`config.mk`:
```
export PLATFORM = sky130hd
export DESIGN_NAME = mem_port_arbiter
export DESIGN_NICKNAME = d
export VERILOG_FILES = /design/src/rtl/mem_port_arbiter.sv
export SDC_FILE = /design/constraint.sdc
export NUM_CORES = 1
export LEC_CHECK = 0
export BUFFER_PORTS_ARGS = -buffer_cell sky130_fd_sc_hd__buf_4
export CORE_AREA = 2 2 110 112
export DETAILED_ROUTE_END_ITERATION = 10
export DIE_AREA = 0 0 112 114
export SETUP_SLACK_MARGIN = 0.2
export SLEW_MARGIN = 20
export SYNTH_ARGS = -nofsm -noshare
export SYNTH_HDL_FRONTEND = slang
export SYNTH_SLANG_ARGS = --single-unit
```
`constraint.sdc`:
```
create_clock -name clk -period 1.95 [get_ports clk]
set_input_delay 0 -clock clk [delete_from_list [all_inputs] [get_ports clk]]
set_output_delay 0 -clock clk [all_outputs]
set_load 0.005 [all_outputs]
```
`src/rtl/mem_port_arbiter.sv`:
```
// mem_port_arbiter
// Shares one req/gnt/rvalid memory bus between the fetch stage (instr_*) and
// the load/store unit (data_*). Data wins ties; a request that is not granted
// locks the bus to its owner until mem_gnt_i. Accepted transactions are tracked
// in an in-order route FIFO so every mem_rvalid_i is returned to its owner.
// Fetch responses can be discarded in flight with instr_flush_i.
//
// Ports
//   clk, rstn                 clock, asynchronous active-low reset
//   instr_req_i/addr_i        fetch request (address only, full-word read)
//   instr_gnt_o               fetch request accepted this cycle
//   instr_rvalid_o/rdata_o/err_o  fetch response
//   instr_flush_i             drop responses of all outstanding fetches
//   data_req_i/we_i/be_i/addr_i/wdata_i  LSU request
//   data_gnt_o                LSU request accepted this cycle
//   data_rvalid_o/rdata_o/err_o   LSU response
//   mem_req_o/we_o/be_o/addr_o/wdata_o   bus request
//   mem_gnt_i, mem_rvalid_i/rdata_i/err_i bus handshake and response
//
// Build option
//   ARB_STARVE_GUARD_EN  when defined, after STARVE_LIMIT consecutive data
//                        grants with fetch waiting, fetch gets the next
//                        unlocked arbitration. Undefined: strict data priority.
module mem_port_arbiter #(
   parameter int MAX_OUTSTANDING = 2,
   parameter int STARVE_LIMIT    = 4
) (
   input  logic        clk,
   input  logic        rstn,
   input  logic        instr_req_i,
   input  logic [31:0] instr_addr_i,
   output logic        instr_gnt_o,
   output logic        instr_rvalid_o,
   output logic [31:0] instr_rdata_o,
   output logic        instr_err_o,
   input  logic        instr_flush_i,
   input  logic        data_req_i,
   input  logic        data_we_i,
   input  logic [3:0]  data_be_i,
   input  logic [31:0] data_addr_i,
   input  logic [31:0] data_wdata_i,
   output logic        data_gnt_o,
   output logic        data_rvalid_o,
   output logic [31:0] data_rdata_o,
   output logic        data_err_o,
   output logic        mem_req_o,
   output logic        mem_we_o,
   output logic [3:0]  mem_be_o,
   output logic [31:0] mem_addr_o,
   output logic [31:0] mem_wdata_o,
   input  logic        mem_gnt_i,
   input  logic        mem_rvalid_i,
   input  logic [31:0] mem_rdata_i,
   input  logic        mem_err_i
);

   localparam int PW = (MAX_OUTSTANDING > 1) ? $clog2(MAX_OUTSTANDING) : 1;
   localparam int CW = $clog2(MAX_OUTSTANDING + 1);
   localparam logic OWN_INSTR = 1'b0;
   localparam logic OWN_DATA  = 1'b1;

   if (MAX_OUTSTANDING < 1 || MAX_OUTSTANDING > 4 || STARVE_LIMIT < 1 || STARVE_LIMIT > 7)
   begin : g_param_check
      $error("mem_port_arbiter: MAX_OUTSTANDING must be 1..4, STARVE_LIMIT 1..7");
   end

   logic [CW-1:0]              cnt_q, cnt_d;
   logic [PW-1:0]              rd_ptr_q, rd_ptr_d, wr_ptr_q, wr_ptr_d;
   // Route FIFO: one owner bit and one discard bit per slot
   logic [MAX_OUTSTANDING-1:0] own_q, own_d, disc_q, disc_d;
   logic                       locked_q, locked_d, lock_own_q, lock_own_d;
   logic                       full, owner, grant, push, pop;
   logic                       head_own, head_disc, starve_hit;

   function automatic logic [PW-1:0] ptr_inc(input logic [PW-1:0] p);
      return (p == PW'(MAX_OUTSTANDING - 1)) ? '0 : p + 1'b1;
   endfunction

   always_comb begin
      full      = (cnt_q == CW'(MAX_OUTSTANDING));
      mem_req_o = (~full & (instr_req_i | data_req_i)) | locked_q;

      if (locked_q)                      owner = lock_own_q;
      else if (starve_hit & instr_req_i) owner = OWN_INSTR;
      else if (data_req_i)               owner = OWN_DATA;
      else                               owner = OWN_INSTR;

      grant       = mem_req_o & mem_gnt_i;
      instr_gnt_o = grant & (owner == OWN_INSTR);
      data_gnt_o  = grant & (owner == OWN_DATA);

      // Payload comes straight from the owning port; the owner holds it stable while locked
      mem_we_o    = 1'b0;
      mem_be_o    = 4'h0;
      mem_addr_o  = 32'h0;
      mem_wdata_o = 32'h0;
      if (mem_req_o) begin
         if (owner == OWN_DATA) begin
            mem_we_o    = data_we_i;
            mem_be_o    = data_be_i;
            mem_addr_o  = data_addr_i;
            mem_wdata_o = data_wdata_i;
         end else begin
            mem_be_o    = 4'hF;
            mem_addr_o  = instr_addr_i;
         end
      end

      head_own  = own_q[rd_ptr_q];
      head_disc = disc_q[rd_ptr_q];
      push      = grant & ~full;
      pop       = mem_rvalid_i & (cnt_q != '0);

      // A flush in the same cycle as a fetch response also drops that response
      instr_rvalid_o = pop & (head_own == OWN_INSTR) & ~head_disc & ~instr_flush_i;
      data_rvalid_o  = pop & (head_own == OWN_DATA);
      instr_rdata_o  = instr_rvalid_o ? mem_rdata_i : 32'h0;
      instr_err_o    = instr_rvalid_o & mem_err_i;
      data_rdata_o   = data_rvalid_o  ? mem_rdata_i : 32'h0;
      data_err_o     = data_rvalid_o  & mem_err_i;

      locked_d   = mem_req_o & ~mem_gnt_i;
      lock_own_d = locked_d ? owner : lock_own_q;

      own_d  = own_q;
      disc_d = disc_q;
      // Instr entries carry owner bit 0; stale slots are rewritten on push
      if (instr_flush_i) disc_d = disc_q | ~own_q;
      if (push) begin
         own_d[wr_ptr_q]  = owner;
         disc_d[wr_ptr_q] = (owner == OWN_INSTR) & instr_flush_i;
      end
      wr_ptr_d = push ? ptr_inc(wr_ptr_q) : wr_ptr_q;
      rd_ptr_d = pop  ? ptr_inc(rd_ptr_q) : rd_ptr_q;

      case ({push, pop})
         2'b10:   cnt_d = cnt_q + 1'b1;
         2'b01:   cnt_d = cnt_q - 1'b1;
         default: cnt_d = cnt_q;
      endcase
   end

   always_ff @(posedge clk or negedge rstn) begin
      if (!rstn) begin
         cnt_q      <= '0;
         rd_ptr_q   <= '0;
         wr_ptr_q   <= '0;
         own_q      <= '0;
         disc_q     <= '0;
         locked_q   <= 1'b0;
         lock_own_q <= OWN_INSTR;
      end else begin
         cnt_q      <= cnt_d;
         rd_ptr_q   <= rd_ptr_d;
         wr_ptr_q   <= wr_ptr_d;
         own_q      <= own_d;
         disc_q     <= disc_d;
         locked_q   <= locked_d;
         lock_own_q <= lock_own_d;
      end
   end

`ifdef ARB_STARVE_GUARD_EN
   logic [2:0] starve_q, starve_d;

   // Counts data grants taken while fetch is waiting; saturates at the limit
   always_comb begin
      starve_d = starve_q;
      if (!instr_req_i || instr_gnt_o)
         starve_d = 3'd0;
      else if (data_gnt_o && starve_q != 3'(STARVE_LIMIT))
         starve_d = starve_q + 3'd1;
   end

   assign starve_hit = (starve_q == 3'(STARVE_LIMIT));

   always_ff @(posedge clk or negedge rstn) begin
      if (!rstn) starve_q <= 3'd0;
      else       starve_q <= starve_d;
   end
`else
   assign starve_hit = 1'b0;
`endif

`ifndef SYNTHESIS
   always @(posedge clk) begin
      if (rstn && mem_rvalid_i)
         assert (cnt_q != '0) else $error("mem_port_arbiter: mem_rvalid_i with no outstanding transaction");
   end
`endif

endmodule
```
# Word-level counts from Yosys, hierarchy flattened
# Index checks and enable logic that the tools add are counted.
[word_totals]
mem_count = 0
wordCells = 69
romBits = 0
latchBits = 0
ramBits = 0
ff_bits = 10
[op_classes]
reduce_logical = 3
n_eq_ne = 3
muxes = 25
mul = 0
shift = 0
n_bitwise = 24
n_addsub = 4
div_mod_pow = 0
n_lt_le_gt_ge = 3
[op_table]
columns = ["op", "n"]
rows = [
  ["32-bit two-way mux", 6],
  ["1-bit bitwise AND", 14],
  ["1-bit two-way mux", 11],
  ["4-bit two-way mux", 2],
  ["1-bit inverter", 6],
  ["2-bit bitwise mux", 2],
  ["2-bit == test, second input constant", 2],
  ["1-bit by 2-bit less-than comparator with 1-bit output, second input constant", 2],
  ["2-bit two-way mux", 2],
  ["2-bit one-hot mux with 2 select lines", 1],
  ["2-bit nonzero test", 2],
  ["1-bit adder, second input constant", 2],
  ["2-bit by 1-bit adder with 2-bit output, second input constant", 1],
  ["2-bit by 1-bit == test with 1-bit output, second input constant", 1],
  ["2-bit inverter", 1],
  ["1-bit bitwise OR", 2],
  ["2-bit bitwise OR", 1],
  ["2-bit by 1-bit subtractor with 2-bit output, second input constant", 1],
  ["1-bit demux with 1-bit select", 1],
  ["1-bit >= comparator, second input constant", 1],
  ["1-bit logical AND", 1],
]

# Logic depth before layout (Yosys ltp)
# Gate-level depths: netlist of the first run.
[logic_depth]
depth_word = 8
mapped_depth = 6
ltp_nobuf = 6

# Worst setup path before layout of the first run
# No wires, ideal clock.
[synth_timing]
path_type = "register to register"
startpoint = "reg locked_q"
endpoint = "reg cnt_q[1]"
t_arrival_ns = 1.369
t_required_ns = 1.871
setup_ns = 0.079
stages_incl_launch_ff = 6
synth_period_minus_slack_ns = 1.448
path_slack_ns = 0.502
path_buffers = 0
path_cell_list = "dfrtp_1 or3_4 nand3_2 ha_1 nor2_1 xor2_1"
[synth_between]
elab_chain_cells = 5
elab_cells_between_ends = 7
classes_between = "eq/ne: 2; mux: 1; bitwise: 3; reduce/logical: 1"
[synth_rtl]
columns = ["element", "line_no", "rtl"]
rows = [
  ["from (decl)", "71", "logic locked_q, locked_d, lock_own_q, lock_own_d;"],
  ["from (signal assigned)", "158", "locked_q <= locked_d;"],
  ["1-bit bitwise OR (*)", "81", "mem_req_o = (~full & (instr_req_i | data_req_i)) | locked_q;"],
  ["1-bit bitwise AND (*)", "88", "grant = mem_req_o & mem_gnt_i;"],
  ["1-bit bitwise AND (*)", "111", "push = grant & ~full;"],
  ["2-bit by 1-bit == test with 1-bit output or 2-bit == test (tied branches)", "136", "case ({push, pop})"],
  ["2-bit one-hot mux with 2 select lines or 2-bit nonzero test (tied branches)", "--", ""],
  ["to (signal assigned)", "153", "cnt_q <= cnt_d;"],
  ["to (decl)", "67", "logic [CW-1:0] cnt_q, cnt_d;"],
]
# Every way passes the cells marked *; elsewhere a longest branch is shown, timed or not.
# A chain may end at the register's enable or synchronous reset.

# Final worst setup path of the first run
[layout_timing]
startpoint = "reg rd_ptr_q"
endpoint = "out data_rdata_o[4]"
[layout_between]
elab_chain_cells = 4
[layout_rtl]
columns = ["element", "line_no", "rtl"]
rows = [
  ["from (decl)", "68", "logic [PW-1:0] rd_ptr_q, rd_ptr_d, wr_ptr_q, wr_ptr_d;"],
  ["from (signal assigned)", "154", "rd_ptr_q <= rd_ptr_d;"],
  ["1-bit two-way mux (implied by the code) (2 in series)", "109", "head_own = own_q[rd_ptr_q];"],
  ["1-bit bitwise AND", "116", "data_rvalid_o = pop & (head_own == OWN_DATA);"],
  ["32-bit two-way mux", "119", "data_rdata_o = data_rvalid_o ? mem_rdata_i : 32'h0;"],
  ["to (decl)", "44", "output logic [31:0] data_rdata_o,"],
]
# Every way passes these cells. The select of a mux whose other input is x is not followed.

==> impl_metrics.ini, run 1 <==
[status]
status = finished, final reports clean

[setup_path]
r2r_setup_slack_ns = 0.40
path_cells = mux2i_4, nor2_4, and2_1, buf_4
path_max_fanout = 34
slowest_delay_ns = 0.46
slowest_stage = nor2_4
arrival_ns = 1.70
cp_num_buf_inv = 1
cp-start-kind = flop
path_delay_family = simple AND/OR/NAND/NOR gates
reg2reg_depth = 5
endpoint_kind = output port
reg2reg_to = cnt_q[1]
required_ns = 1.95
r2r_start = locked_q
path_class = flop to output port

[finish]
n_fill_cell = 1226
layout_common_cells = buf_4, and2_1, nand2_1
utilization_pct = 35.1
drive_gt1_share_pct = 56.6
area_delta_synth_final_pct = 140
diodes = 0
finalNetCount = 690
mostFrequentLayoutCell = buf_4

[die]
ios = 281
die_y_um = 114
core_um2 = 11700
start_util_pct = 14.6
std_cell_rows = 40
die_x_um = 112
dieArea_um2 = 12800

[sta]
hold-worst-slack_ns = 0.0169
slew_violations = 0
hold_viol_final = 0
period_needed_ns = 1.70
fin_tns_setup_ns = 0
worstMarginPinSlew_ns = 0.573
fin_ws_ns = 0.245
setup_violations = 0
finalCritPeriodShare_pct = 87.4
max_slew_margin_pct = 61.7
rsz0062_at_grt = true
timing.fmax_ghz = 0.587
finalClockSkew_ns = 0.00238

[route]
route.vias.total = 2801
drtIter0Drc = 55
dr.pass1.iters = 4
drt_wl_total_um = 8600
viasPerCell = 4.04
wire_per_inst_um = 12.4
ant_nets = 0
drc = 0

[min_path]
min-delay-path-class = input port to flop
hold_depth = 2
worstHoldStart = instr_flush_i
min_delay_worst_endpoint = disc_q[0]

[logic_synthesis]
synth_top_area_cell = and2_1
ys_seq_area_share_pct = 14.6
synth_top_area_share_pct = 36.5
synth_fp_nets = 415
synth.area.top_cells = and2_1, nand2_1, dfrtp_1
ys_warn_count = 0
synth_area_um2 = 1710
syn_inst = 273
synth.avg_cell_area_um2 = 6.28
netlist-cell-type-count = 32
ys_ff_latch = 10

[pwr]
power.leakage_nw = 2.24
cellPowerDensity_nw_per_um2 = 863
vdd_drop_max_uv = 288
power.total_mw = 3.55

[clocking]
clock-sinks = 10
cts_tree = done
ctsHtreeMaxLevel = 1
path_clk_slew_ns = 0.04
cts_buffer_depth = 2
clockRootBuffer = clkbuf_16
cts_buffers = 3
clk_latency_ns = 0.23

[global_routing]
grt_pass1_wl_um = 13000
grt.overflow.total = 0
grt_start_max_net_pins = 39
first_global_vias = 2619
antenna_found_initial = 0
grt_usage_pct = 12.3

[flow_run]
maxCapViolations = 0

[placed_design]
dp_worst_setup_slack_ns = 0.195
io_buffers = 280
place_congestion = 0.739
dpl.hpwl_um = 6910
cells in the mapped netlist (all sizes together):
| cell | instances |
|---|---|
| a21oi | 32 |
| a31o | 1 |
| and2 | 100 |
| and4 | 1 |
| buf | 19 |
| clkbuf | 1 |
| dfrtp | 10 |
| ha | 1 |
| inv | 3 |
| mux2 | 3 |
| mux2i | 2 |
| nand2 | 68 |
| nand2b | 2 |
| nand3 | 1 |
| nand4 | 1 |
| nor2 | 16 |
| nor2b | 1 |
| o21ai | 3 |
| o21ba | 1 |
| o22a | 1 |
| or3 | 1 |
| xnor2 | 4 |
| xor2 | 1 |
flip-flops by register name (all words and copies together) (netlist names):
| name | count |
|---|---|
| cnt_q | 2 |
| disc_q | 2 |
| lock_own_q | 1 |
| locked_q | 1 |
| own_q | 2 |
| rd_ptr_q | 1 |
| wr_ptr_q | 1 |
power by group:
| group | leakage, nW | switching, mW | total (mW) | internal, mW |
|---|---|---|---|---|
| Sequential | 0.116 | 0.134 | 0.446 | 0.312 |
| Combinational | 2.08 | 1.20 | 2.75 | 1.56 |
| Clock | 0.0370 | 0.0862 | 0.351 | 0.265 |
| Total | 2.24 | 1.42 | 3.55 | 2.13 |
how the worst max path moves through the flow:
stage / slack (ns) / endpoint / cells after the start / startpoint
6_report: 0.25 / data_rdata_o[4] / 4 / rd_ptr_q
2_1_floorplan: 0.50 / cnt_q[1] / 5 / locked_q
4_1_cts: 0.17 / instr_err_o / 4 / rd_ptr_q
5_1_grt: 0.13 / data_rdata_o[13] / 4 / rd_ptr_q
3_3_place_gp: 0.35 / data_rdata_o[12] / 4 / rd_ptr_q
3_5_place_dp: 0.20 / data_rdata_o[4] / 4 / rd_ptr_q
logic make-up (layout without fill, tap and decap cells):
family / count (synthesis) / count (layout) / share of synthesized area (%)
xor+xnor: 5 / 5 / 2.55
fa+ha+maj: 1 / 1 / 0.730
buf+inv: 23 / 294 / 7.30
flops: 10 / 10 / 14.6
mux: 5 / 5 / 3.58
simple gates: 191 / 193 / 59.0
compound gates: 38 / 38 / 12.3
metrics by stage:
stage	instances	area, um2
after floorplan	273	1710
after global placement	683	3910
after detailed placement	683	3910
after CTS	690	4060
after global routing	693	4120
final	693	4120
final cells by class:
cell class                      count  area, um2  share of cell area, %
Tap cell                          147        184                   4.47
Clock buffer                        3       75.1                   1.82
Timing Repair Buffer              288       2190                   53.2
Multi-Input combinational cell    242       1400                   34.1
Inverter                            3       11.3                  0.274
Sequential cell                    10        251                   6.11
per-layer routing:
layer / global-route usage, % / up-vias / part of all wire (%)
met3: 3.40 / 16 / 11
li1: - / 1408 / -
met5: 0 / - / 0
met2: 22.2 / 187 / 50
met4: 3.74 / 0 / 2.1
met1: 14.2 / 1190 / 37
repair_timing:
action / in CTS / in global routing
hold buffers: 2 / 0
gates cloned: 1 / 1
hold endpoints to repair: 11 / 0
resized for setup: 5 / 7
setup endpoints to repair: 60 / 95
pin swaps: 1 / 2
buffers inserted: 1 / 2
(Power assumes the default switching activity.)
==> run 2: changes to the inputs <==
--- a/config.mk
+++ b/config.mk
@@ -6,8 +6,11 @@
 export NUM_CORES = 1
 export LEC_CHECK = 0
-export BUFFER_PORTS_ARGS = -buffer_cell sky130_fd_sc_hd__buf_4
-export CORE_AREA = 2 2 110 112
+export CELL_PAD_IN_SITES_DETAIL_PLACEMENT = 1
+export CELL_PAD_IN_SITES_GLOBAL_PLACEMENT = 2
+export CORE_AREA = 2 2 111 113
 export DETAILED_ROUTE_END_ITERATION = 10
-export DIE_AREA = 0 0 112 114
+export DIE_AREA = 0 0 113 115
+export DONT_BUFFER_PORTS = 1
+export PLACE_DENSITY_LB_ADDON = 0.1
 export SETUP_SLACK_MARGIN = 0.2
 export SLEW_MARGIN = 20
==> constraint.sdc (replaced) <==
create_clock -name clk -period 1.95 [get_ports clk]
set_input_delay 0.195 -clock clk [delete_from_list [all_inputs] [get_ports clk]]
set_output_delay 0.195 -clock clk [all_outputs]
set_load 0.005 [all_outputs]
==> impl_metrics.ini, run 2 (synthesis gave the netlist of run 1 again) <==
[status]
status = finished with violations
violations = DRC

[pwr]
internal-power_mw = 1.37
power.leakage_nw = 0.873
p_switching_mw = 1.31
cellPowerDensity_nw_per_um2 = 1230
p_clk_share_pct = 15.2
vdd_drop_max_uv = 287
switching_share_pct = 48.8
power_frac_seq_pct = 16.5
power_frac_comb_pct = 68.4
power.total_mw = 2.68

[finish]
drive_gt1_share_pct = 26.3
reg.largest.list = cnt_q: 2 flops, disc_q: 2 flops, own_q: 2 flops
utilization_pct = 18.4
finalNetCount = 413
area_delta_synth_final_pct = 26.6
mostFrequentLayoutCell = and2_1
diodes = 0
layout_common_cells = and2_1, nand2_1, a21oi_2

[global_routing]
grt_start_max_net_pins = 35
grt_usage_pct = 8.75
grt.overflow.total = 0
first_global_vias = 1838
antenna_found_initial = 0
grt_pass1_wl_um = 9130

[die]
dieArea_um2 = 13000
std_cell_rows = 40
die_x_um = 113
die_y_um = 115
core_um2 = 11800
ios = 281
start_util_pct = 14.5

[placed_design]
place_congestion = 0.692
dp_worst_setup_slack_ns = 0.185
io_buffers = 0
dpl.hpwl_um = 5150

[clocking]
cts_tree = done
clockRootBuffer = clkbuf_16
clk_latency_ns = 0.24
cts_buffer_depth = 2
cts_buffers = 3
clock-sinks = 10
ctsHtreeMaxLevel = 1
path_clk_slew_ns = 0.04

[route]
drtIter0Drc = 95
ant_nets = 0
dr.pass1.iters = 9
drt_wl_total_um = 6890
viasPerCell = 4.55
wire_per_inst_um = 16.5
drc = 18
route.vias.total = 1898

[sta]
slew_violations = 0
worstMarginPinSlew_ns = 0.514
timing.fmax_ghz = 0.559
fin_tns_setup_ns = 0
period_needed_ns = 1.79
finalClockSkew_ns = 0.00232
setup_violations = 0
finalCritPeriodShare_pct = 91.7
hold_viol_final = 0
rsz0062_at_grt = true
fin_ws_ns = 0.162
max_slew_margin_pct = 65.7

[min_path]
min_delay_worst_endpoint = locked_q
hold_depth = 1
min-delay-path-class = input port to flop
worstHoldStart = mem_gnt_i

[setup_path]
path_max_fanout = 16
reg2reg_to = cnt_q[1]
r2r_setup_slack_ns = 0.38
arrival_ns = 1.59
reg2reg_depth = 5
r2r_start = locked_q
path_class = flop to output port
cp-start-kind = flop
endpoint_kind = output port
required_ns = 1.75

[flow_run]
maxCapViolations = 0
-- run 2: cell types whose count changed in the layout (fill, tap and decap cells not counted), moves of 2 or more --
cell and delta:
buf_4 -280, a21oi_1 -20, a21oi_2 +20, and2_1 -13, and2_4 +13, buf_6 +3
nor2_2 +3, nor2_1 -2
-- run 2: final cells by class --
cell class / count / area, um2
Clock buffer: 4 / 88.8
Fill cell: 1434 / 9640
Inverter: 3 / 11.3
Multi-Input combinational cell: 244 / 1540
Sequential cell: 10 / 253
Tap cell: 147 / 184
Timing Repair Buffer: 9 / 97.6
-- run 2: repair_timing --
item                                    CTS  global route
endpoints found under the hold margin    10             0
pin swaps                                 2             2
hold buffers                              1             0
cloned                                    3             1
resized for setup                        16            35
buffers inserted                          1             1
endpoints found under the setup margin   75           102
-- run 2: stage by stage --
step | instances | hold WS, ns | cell area, um2
2_1_floorplan | 273 | -0.101 | 1710
3_3_place_gp | 406 | -0.0999 | 1840
5_1_grt | 417 | 0.0158 | 2170
3_5_place_dp | 406 | -0.0999 | 1840
6_report | 417 | 0.0237 | 2170
4_1_cts | 415 | 0.0189 | 2040
-- run 2: per-layer routing --
| metal | global-route usage (%) | part of all wire [%] | up-vias |
|---|---|---|---|
| met4 | 1.22 | 0.25 | 0 |
| met3 | 1.90 | 8.9 | 2 |
| met2 | 17.7 | 55 | 149 |
| li1 | - | - | 856 |
| met1 | 9.43 | 36 | 891 |
| met5 | 0 | 0 | - |
-- run 2: worst max-delay path by stage --
stage / startpoint / endpoint / slack, ns / cells past startpoint
after floorplan: locked_q / cnt_q[1] / 0.50 / 5
after global placement: rd_ptr_q / data_err_o / 0.27 / 3
after detailed placement: rd_ptr_q / data_rdata_o[0] / 0.18 / 3
after CTS: rd_ptr_q / data_rdata_o[0] / 0.13 / 3
after global routing: rd_ptr_q / data_rdata_o[1] / 0.06 / 3
final: rd_ptr_q / data_rdata_o[6] / 0.16 / 3
-- run 2: critical path, stage by stage (launching register included) --
cell     delay, ns
dfrtp_2       0.43
mux2i_4       0.24
nor2_2        0.45
and2_1        0.23
-- run 2: power by group through the flow --
stage,clock network (mW),registers (mW),logic [mW]
5_1_grt,0.431,0.460,2.03
3_5_place_dp,0,0.407,1.52
6_report,0.406,0.441,1.83
2_1_floorplan,0,0.385,1.27
3_3_place_gp,0,0.412,1.55
4_1_cts,0.419,0.435,1.69
==> run 3: changes to the inputs <==
Clock period 1.95 ns to 2.05 ns, I/O delays scaled along.
==> impl_metrics.ini, run 3 (synthesis gave the netlist of run 1 again) <==
[finish]
reg.largest.list = cnt_q: 2 flops, disc_q: 2 flops, own_q: 2 flops
postLayoutCellArea_um2 = 2040
finalNetCount = 411
layout_common_cells = and2_1, nand2_1, a21oi_1
diodes = 0
area_delta_synth_final_pct = 19.2
mostFrequentLayoutCell = and2_1
drive_gt1_share_pct = 13.8

[setup_path]
r2r_setup_slack_ns = 0.48
path_class = flop to output port
slowest_delay_ns = 0.45
r2r_start = locked_q
path_cells = mux2i_4, nor2_4, and2_1
arrival_ns = 1.60
endpoint_kind = output port
path_delay_family = simple AND/OR/NAND/NOR gates
cp_num_buf_inv = 0
cp-start-kind = flop
reg2reg_to = cnt_q[1]
required_ns = 1.85
path_max_fanout = 34
startpoint = rd_ptr_q
reg2reg_depth = 5
slowest_stage = nor2_4

[status]
status = finished with violations
violations = DRC

[die]
die_y_um = 115
die_x_um = 113
start_util_pct = 14.5
ios = 281
dieArea_um2 = 13000
core_um2 = 11800
std_cell_rows = 40

[sta]
rsz0062_at_grt = true
worstMarginPinSlew_ns = 0.545
setup_violations = 0
finalClockSkew_ns = 0.000506
max_slew_margin_pct = 63.6
finalCritPeriodShare_pct = 88.0
slew_violations = 0
hold_viol_final = 0
timing.fmax_ghz = 0.554
period_needed_ns = 1.80
fin_tns_setup_ns = 0

[route]
wire_per_inst_um = 16.6
viasPerCell = 4.53
ant_nets = 0
drt_wl_total_um = 6890
drtIter0Drc = 47
drc = 19
route.vias.total = 1879
dr.pass1.iters = 7

[clocking]
clk_latency_ns = 0.24
clock-sinks = 10
cts_buffer_depth = 2
path_clk_slew_ns = 0.04
clockRootBuffer = clkbuf_16
ctsHtreeMaxLevel = 1
cts_tree = done
cts_buffers = 3

[min_path]
min_delay_worst_endpoint = locked_q
hold_depth = 1
worstHoldStart = mem_gnt_i
min-delay-path-class = input port to flop

[global_routing]
grt_start_max_net_pins = 37
antenna_found_initial = 0
grt_pass1_wl_um = 8170
grt.overflow.total = 0
grt_usage_pct = 7.85
first_global_vias = 1616

[placed_design]
place_congestion = 0.708
dpl.hpwl_um = 5120
io_buffers = 0
placed_area_um2 = 1850

[pwr]
cellPowerDensity_nw_per_um2 = 1180
power.leakage_nw = 0.846
vdd_drop_max_uv = 256

[flow_run]
maxCapViolations = 0
-- run 3: layout make-up --
type	count	area, um2
fill	1454	9770
multi-input combinational	243	1420
sequential	10	251
tap	147	184
clock buffer	4	88.8
timing repair buffer	8	87.6
inverter	3	11.3
-- run 3: how the worst max path moves through the flow --
stage | end | slack, ns | depth (start not counted)
after floorplan | cnt_q[1] | 0.60 | 5
after global placement | data_err_o | 0.35 | 3
after detailed placement | data_rdata_o[27] | 0.24 | 3
after CTS | instr_rdata_o[6] | 0.13 | 3
after global routing | data_rdata_o[9] | 0.13 | 3
final | data_rdata_o[27] | 0.25 | 3
-- run 3: metal layers --
metal	vias to the layer above	part of all wire, %	GRT usage (%)
li1	853	-	-
met1	872	36	8.56
met2	150	54	15.3
met3	4	10	2.21
met4	0	0.48	1.22
met5	-	0	0
-- run 3: worst register-to-register path, delay by kind of cell (launching register included) --
family	cells	cell delay, ns
xor gates and xnor gates	1	0.15
and+or+nand+nor	3	0.66
DFF	1	0.40
adders and majority gates	1	0.28
-- run 3: what timing repair did --
action                                  in CTS  in global routing
endpoints found under the hold margin       10                  0
endpoints found under the setup margin      34                 95
setup buffers                                0                  2
hold buffers                                 1                  0
pin swaps                                    0                  1
resized for setup                            2                 11
gates cloned                                 0                  3
-- run 3: power by group --
part	switching, mW	total (mW)	leakage (nW)	internal (mW)
Clock	0.0985	0.393	0.0442	0.294
Combinational	0.949	1.60	0.686	0.651
Sequential	0.116	0.412	0.116	0.297
Total	1.16	2.40	0.846	1.24
-- run 3: per-stage QoR --
step	cells	worst slack (ns)	hold WS [ns]	util (%)	power [mW]
6_report	415	0.246	0.0317	17.3	2.40
4_1_cts	410	0.134	0.0283	16.5	2.28
3_5_place_dp	405	0.243	-0.0898	15.6	1.85
5_1_grt	415	0.132	0.0292	17.3	2.62
2_1_floorplan	273	0.602	-0.0906	-	1.58
3_3_place_gp	405	0.348	-0.0897	15.6	1.87
